==> src/rtl/memory_bus_arbiter.sv <==
// memory_bus_arbiter: shares one RAM port between the instruction-fetch port (i_*)
// and the data port (d_*). Only one transaction is in flight at a time. When both
// ports request together, the grant alternates round-robin. A watchdog aborts an
// access that the RAM does not complete within TimeoutCycles BUSY cycles.
//
// Ports:
//   clk, rst                         clock; synchronous active-high reset
//   i_req, i_addr                    fetch request and address
//   i_ack, i_rdata                   fetch completion pulse; data held until next i_ack
//   d_req, d_addr, d_wdata, d_strobe data request (strobe 0 = read, else write)
//   d_ack, d_rdata                   data completion pulse; load data (0 for writes)
//   err                              high with the ack of an aborted access
//   mem_req, mem_addr, mem_wdata,    RAM request bundle, held for the whole access
//   mem_strobe
//   mem_ready, mem_rdata             RAM completion and read data
module memory_bus_arbiter #(
   parameter int unsigned DataWidth     = 32,
   parameter int unsigned AddrWidth     = 32,
   parameter int unsigned WordSize      = 4,
   parameter int unsigned TimeoutCycles = 16
) (
   input  logic                 clk,
   input  logic                 rst,
   input  logic                 i_req,
   input  logic [AddrWidth-1:0] i_addr,
   output logic                 i_ack,
   output logic [DataWidth-1:0] i_rdata,
   input  logic                 d_req,
   input  logic [AddrWidth-1:0] d_addr,
   input  logic [DataWidth-1:0] d_wdata,
   input  logic [WordSize-1:0]  d_strobe,
   output logic                 d_ack,
   output logic [DataWidth-1:0] d_rdata,
   output logic                 err,
   output logic                 mem_req,
   output logic [AddrWidth-1:0] mem_addr,
   output logic [DataWidth-1:0] mem_wdata,
   output logic [WordSize-1:0]  mem_strobe,
   input  logic                 mem_ready,
   input  logic [DataWidth-1:0] mem_rdata
);

   localparam int unsigned CntWidth = $clog2(TimeoutCycles + 1);

   typedef enum logic [1:0] {
      ST_IDLE = 2'd0,
      ST_BUSY = 2'd1,
      ST_RESP = 2'd2
   } state_t;

   // owner / last_grant / pick_d: 1 = data port, 0 = fetch port
   state_t                state, state_d;
   logic                  owner, owner_d;
   logic                  last_grant, last_grant_d;
   logic [CntWidth-1:0]   cnt, cnt_d;
   logic                  pick_d;
   logic                  timeout_c;
   logic [DataWidth-1:0]  resp_data_c;

   logic                  i_ack_d, d_ack_d, err_d, mem_req_d;
   logic [DataWidth-1:0]  i_rdata_d, d_rdata_d, mem_wdata_d;
   logic [AddrWidth-1:0]  mem_addr_d;
   logic [WordSize-1:0]   mem_strobe_d;

   // State and registered outputs
   always_ff @(posedge clk) begin
      if (rst) begin
         state      <= ST_IDLE;
         owner      <= 1'b0;
         last_grant <= 1'b0;
         cnt        <= '0;
         i_ack      <= 1'b0;
         i_rdata    <= '0;
         d_ack      <= 1'b0;
         d_rdata    <= '0;
         err        <= 1'b0;
         mem_req    <= 1'b0;
         mem_addr   <= '0;
         mem_wdata  <= '0;
         mem_strobe <= '0;
      end else begin
         state      <= state_d;
         owner      <= owner_d;
         last_grant <= last_grant_d;
         cnt        <= cnt_d;
         i_ack      <= i_ack_d;
         i_rdata    <= i_rdata_d;
         d_ack      <= d_ack_d;
         d_rdata    <= d_rdata_d;
         err        <= err_d;
         mem_req    <= mem_req_d;
         mem_addr   <= mem_addr_d;
         mem_wdata  <= mem_wdata_d;
         mem_strobe <= mem_strobe_d;
      end
   end

   // Watchdog fires on the last permitted BUSY cycle; mem_ready still wins there
   assign timeout_c = (cnt == CntWidth'(TimeoutCycles - 1));

   // Completed D writes and aborted accesses both return zero data
   assign resp_data_c = (mem_ready && !(owner && (mem_strobe != '0))) ? mem_rdata : '0;

   // Next-state and next-output logic
   always_comb begin
      state_d      = state;
      owner_d      = owner;
      last_grant_d = last_grant;
      cnt_d        = cnt;
      pick_d       = 1'b0;
      i_ack_d      = 1'b0;
      d_ack_d      = 1'b0;
      err_d        = 1'b0;
      i_rdata_d    = i_rdata;
      d_rdata_d    = d_rdata;
      mem_req_d    = mem_req;
      mem_addr_d   = mem_addr;
      mem_wdata_d  = mem_wdata;
      mem_strobe_d = mem_strobe;

      case (state)
         ST_IDLE: begin
            if (i_req || d_req) begin
               // D wins alone, or on a tie when I was granted last
               pick_d       = d_req && (!i_req || !last_grant);
               owner_d      = pick_d;
               last_grant_d = pick_d;
               cnt_d        = '0;
               mem_req_d    = 1'b1;
               mem_addr_d   = pick_d ? d_addr   : i_addr;
               mem_wdata_d  = pick_d ? d_wdata  : '0;
               mem_strobe_d = pick_d ? d_strobe : '0;
               state_d      = ST_BUSY;
            end
         end

         ST_BUSY: begin
            cnt_d = cnt + CntWidth'(1);
            if (mem_ready || timeout_c) begin
               mem_req_d    = 1'b0;
               mem_addr_d   = '0;
               mem_wdata_d  = '0;
               mem_strobe_d = '0;
               err_d        = !mem_ready;
               if (owner) begin
                  d_ack_d   = 1'b1;
                  d_rdata_d = resp_data_c;
               end else begin
                  i_ack_d   = 1'b1;
                  i_rdata_d = resp_data_c;
               end
               state_d = ST_RESP;
            end
         end

         ST_RESP: begin
            state_d = ST_IDLE;
         end

         default: begin
            state_d = ST_IDLE;
         end
      endcase
   end

endmodule

==> config.mk <==
export PLATFORM = sky130hd
export DESIGN_NAME = memory_bus_arbiter
export DESIGN_NICKNAME = d
export VERILOG_FILES = /design/src/rtl/memory_bus_arbiter.sv
export SDC_FILE = /design/constraint.sdc
export NUM_CORES = 1
export LEC_CHECK = 0
export ABC_AREA = 1
export CORE_ASPECT_RATIO = 1.4
export CORE_MARGIN = 10
export CORE_UTILIZATION = 45
export DETAILED_ROUTE_END_ITERATION = 12
export MAX_ROUTING_LAYER = met4
export PLACE_DENSITY_LB_ADDON = 0.05
export SYNTH_ARGS = -nofsm -noshare
export SYNTH_HDL_FRONTEND = slang
export SYNTH_SLANG_ARGS = --single-unit
export TNS_END_PERCENT = 10
==> constraint.sdc <==
create_clock -name clk -period 4.2 [get_ports clk]
set_input_delay 0.84 -clock clk [delete_from_list [all_inputs] [get_ports clk]]
set_output_delay 0.84 -clock clk [all_outputs]
set_load 0.01 [all_outputs]
After elaboration in Yosys (flattened, before gate mapping):

Index checks and enable logic that the tools add are counted.

* bits of input ports: 137
* RAM bits: 0
* register bits after elaboration: 144
* logic and storage cells: 62
* memories: 0
* latch bits: 0
* ROM bits: 0
* output and inout port bits: 136

* bitwise logic cells: 3
* shifts and indexed selects: 0
* div/mod/pow operators: 0
* equal/unequal tests: 4
* mux-type cells: 22
* $lt $le $gt $ge: 0
* multipliers: 0
* add/sub/neg operators: 1
* reductions and logical operators: 20

Operators with widths (count)
* $mux W32: 6
* $pmux W32 S2: 2
* $mux W4: 3
* $pmux W5 S2: 1
* $reduce_and A3 Y1: 3
* $pmux W4 S2: 1
* $reduce_and A2 Y1: 3
* $add A5 B1 Y5 const B: 1
* $eq A5 B4 Y1 const B: 1
* $mux W5: 1
* $logic_not A1 Y1: 4
* $mux W1: 4
* $mux W2: 2
* $ne A2 B2 Y1 const B: 2
* $pmux W2 S2: 1
* $reduce_bool A4 Y1: 1
* $logic_and A1 B1 Y1: 3
* $logic_or A1 B1 Y1: 3
* $not A1 Y1: 3
* $reduce_or A3 Y1: 1
* $eq A2 B1 Y1 const B: 1
* $logic_not A2 Y1: 1
* $pmux W1 S2: 1
* $reduce_bool A2 Y1: 1

Longest topological paths before layout:

* depth after elaboration: 6
* mapped depth: 11
* depth with buffers taken out: 10

Worst setup path after synthesis:

No wires, ideal clock.

* kind: input port to flip-flop
* from: in mem_ready
* to: reg i_rdata[20]
* path buffers: 2
* setup time: 0.109 ns
* required time: 4.091 ns
* setup slack: 2.415 ns
* data arrival time: 1.676 ns
* stages: 8
* cell sequence: buf_2 nor2_1 nor2_4 nand3_2 buf_2 nand2_1 nand2_1 inv_1

* word-level cells in the longest chain between the ends: 2
* elaborated cells between the ends (all ways): 4
* those cells by class: 1 x mux; 3 x reduce/logical

RTL lines
* from (decl): RTL line 39 `input logic mem_ready,`
* $logic_or A1 B1 Y1 or $logic_and A1 B1 Y1 (tied branches): RTL line 139, 102
* $reduce_and A3 Y1 (no line) or $mux W32 (tied branches)
* to (signal assigned): RTL line 87 `i_rdata <= i_rdata_d;`
* to (decl): RTL line 27 `output logic [DataWidth-1:0] i_rdata,`

Parallel ways exist; a longest one is shown, timed or not.
A chain may end at the register's enable or synchronous reset.

Final worst setup path:

* from: in i_req
* to: reg mem_strobe[2]

* word-level cells in the longest chain between the ends: 6
* elaborated cells between the ends (all ways): 9
* those cells by class: 1 x eq/ne; 3 x mux; 5 x reduce/logical

RTL lines
* from (decl): RTL line 24 `input logic i_req,`
* $logic_not A1 Y1: RTL line 125 `pick_d = d_req && (!i_req || !last_grant);`
* $logic_or A1 B1 Y1: RTL line 125
* $logic_and A1 B1 Y1: RTL line 125
* $mux W4: RTL line 132 `mem_strobe_d = pick_d ? d_strobe : '0;`
* $mux W4: RTL line 123 `if (i_req || d_req) begin`
* $pmux W4 S2: RTL line 121 `case (state)`
* to (signal assigned): RTL line 94 `mem_strobe <= mem_strobe_d;`
* to (decl): RTL line 38 `output logic [WordSize-1:0] mem_strobe,`

Parallel ways exist; a longest one is shown, timed or not. The select of a mux whose other input is x is not followed.

==> reports/qor.yml <==
status: "completed"
wl_per_cell_um: 15.49
first_pass_iters: 6
crit_chain: "clkdlybuf4s50_1 -> nand2_1 -> nand4_2 -> o21ai_0"
vdd_drop_max_uv: 205.1
powerDensity_mw_per_mm2: 378.8
crit_fanout: 37
synth_cells: 928
numCtsBuffers: 17
core_mm2: 0.01431
synth_cell_types: 24
setup_viol: 0
drtIter0Drc: 480
ant_nets: 0
end_kind: "register"
synth-seq-cells: 144
min_period_ns: 2.814
initial_core_util_pct: 45.53
path_clk_slew_ns: 0.05
antenna_found_initial: 2
leakage_nw: 4.588
clockRootBuffer: "clkbuf_16"
via_per_inst: 4.859
rsz0062_at_grt: "no"
nets: 1302
vias: 6637
cp_num_buf_inv: 1
crit_path_start_kind: "input port"
grt_use_total_pct: 21.70
grt_pass1_vias: 6400
grt_max_degree: 65
synthFlopType: "dfxtp_1"
maxCapViolCount: 0
internal_power_w: 0.002750
worstPathArrival_ns: 3.11
total_power_w: 0.003734
switching_share_pct: 26.35
hold_buffers: 0
comb_power_share_pct: 18.9
die_w_um: 121.7
grt_overflow: 0
cts_sinks: 144
final_common_cell: "clkdlybuf4s50_1"
final.setup_skew_ns: 0.01563
die_area_mm2: 0.01977
setup_tns_ns: 0
cts_tree: "built"
worst_pin_slew_ns: 1.097
drcViolationCount: 0
grt_pass1_wl_um: 33580
critPathKind: "input port to register"
area_delta_synth_final_pct: 51.24
row_count: 52
avgSynthCellArea_um2: 7.023
wirelength_um: 21160
fin_crit_sh_pct: 66.99
crit_family: "simple AND/OR/NAND/NOR gates"
clockBufferDepth: 2
hold_path_class: "register to register"
final_cell_mix: "clkdlybuf4s50_1, nand2_1, inv_1"
cp.required_ns: 4.50
finalWeightedCongestion: 0.7819
cpPeakStageDelay_ns: 0.87
seqPwrFrac_pct: 40.4
netlist_area_mm2: 0.006518
fmax_mhz: 355.4
ys_warn_count: 0
slew_headroom_pct: 26.67
drive_gt1_share_pct: 5.021
fillers: 1241
insertion_delay_ns: 0.42
slew_violations: 0
h-tree-depth: 4
cpMaxStageDelayCell: "nand4_2"
yosysSeqAreaShare_pct: 44.23
pwr-share-clk_pct: 40.7
portBuffers: 272
syn_nets: 1067
post-cts-setup-buffer-count: 0
async_reset_ff_share_pct: 0
synth_edf_count: 0
hold_viol: 0
io_pins: 273
dieHeight_um: 162.4
switchingPower_w: 0.0009840
dpl.hpwl_um: 14950
postCtsResizedCells: 0
## registers in the layout (all words and copies together) (netlist names)
signal	flops
mem_req	1
last_grant	1
cnt	5
d_rdata	32
mem_wdata	32
mem_addr	32
mem_strobe	4
d_ack	1
err	1
state	2
i_ack	1
i_rdata	32
## power by group through the flow
stage / clock (W) / combinational (W) / sequential, W
4_1_cts: 0.00155 / 0.000714 / 0.00151
2_1_floorplan: 0 / 0.000291 / 0.00158
5_1_grt: 0.00161 / 0.000776 / 0.00152
3_5_place_dp: 0 / 0.000711 / 0.00154
6_report: 0.00152 / 0.000705 / 0.00151
3_3_place_gp: 0 / 0.000707 / 0.00154
## per-layer routing
metal | share of wire [%] | track usage, %
met3 | 6.6 | 6.350
met1 | 39 | 23.92
met4 | 3.1 | 9.511
met5 | 0 | -
met2 | 51 | 35.52
## worst reg2reg max path, cell delays in order (launching register included)
cell and delay (ns):
dfxtp_1 0.36, inv_1 0.80, nand3_2 0.87, nand2_1 0.26, nand2_1 0.08, inv_1 0.05
## path summary, 6_finish.rpt
path	startpoint	to	slack (ns)	cells past startpoint
worst max-delay path	i_req	mem_strobe[2]$_SDFFE_PP0P_	1.39	4
worst min-delay path	mem_req$_SDFFE_PP0P_	mem_req$_SDFFE_PP0P_	0.46	2
worst max register to register	last_grant$_SDFFE_PP0P_	i_rdata[11]$_SDFFE_PP0P_	1.73	5
worst min register to register	mem_req$_SDFFE_PP0P_	mem_req$_SDFFE_PP0P_	0.46	2
## Yosys cell counts, types with 2 or more instances
cell,instances,share of area [%]
a21oi_1,70,5.4
buf_2,41,3.1
buf_4,2,0.23
clkbuf_1,23,1.3
dfxtp_1,144,44
ha_1,2,0.38
inv_1,171,9.8
inv_2,4,0.23
nand2_1,207,12
nand3_1,139,11
nand3_2,2,0.31
nand3b_1,32,3.7
nor2_1,9,0.52
nor2_4,4,0.69
o211ai_1,32,3.7
o21ai_0,18,1.4
o21ai_1,20,1.5
or2_2,2,0.19
## layout make-up
type	count	area, um^2	share of cell area [%]
antenna	2	5.005	0.05077
clock buffer	18	429.2	4.354
tap	189	236.5	2.399
multi-input combinational	542	2670	27.09
inverter	175	656.9	6.664
clock inverter	13	163.9	1.663
timing repair buffer	283	2813	28.54
sequential	144	2883	29.25
## kinds of logic after synthesis
kind of cell / Yosys count / share of synthesized area [%]
fa+ha+maj: 2 / 0.3839
simple gates: 400 / 28.55
flops: 144 / 44.23
buf+inv: 242 / 14.86
compound gates: 140 / 11.98
## through the flow
stage | instance area, um^2 | cells | hold WS [ns] | utilization (%) | setup slack (ns)
3_5_place_dp | 9259 | 1333 | 0.4532 | 64.69 | 0.8983
6_report | 9857 | 1366 | 0.4583 | 68.86 | 1.386
4_1_cts | 9852 | 1364 | 0.4620 | 68.83 | 1.353
5_1_grt | 9857 | 1366 | 0.4782 | 68.86 | 1.085
2_1_floorplan | 6518 | 928 | 0.4573 | - | 2.415
3_3_place_gp | 9259 | 1333 | 0.4511 | 64.69 | 0.9974
(Power assumes the default switching activity.)
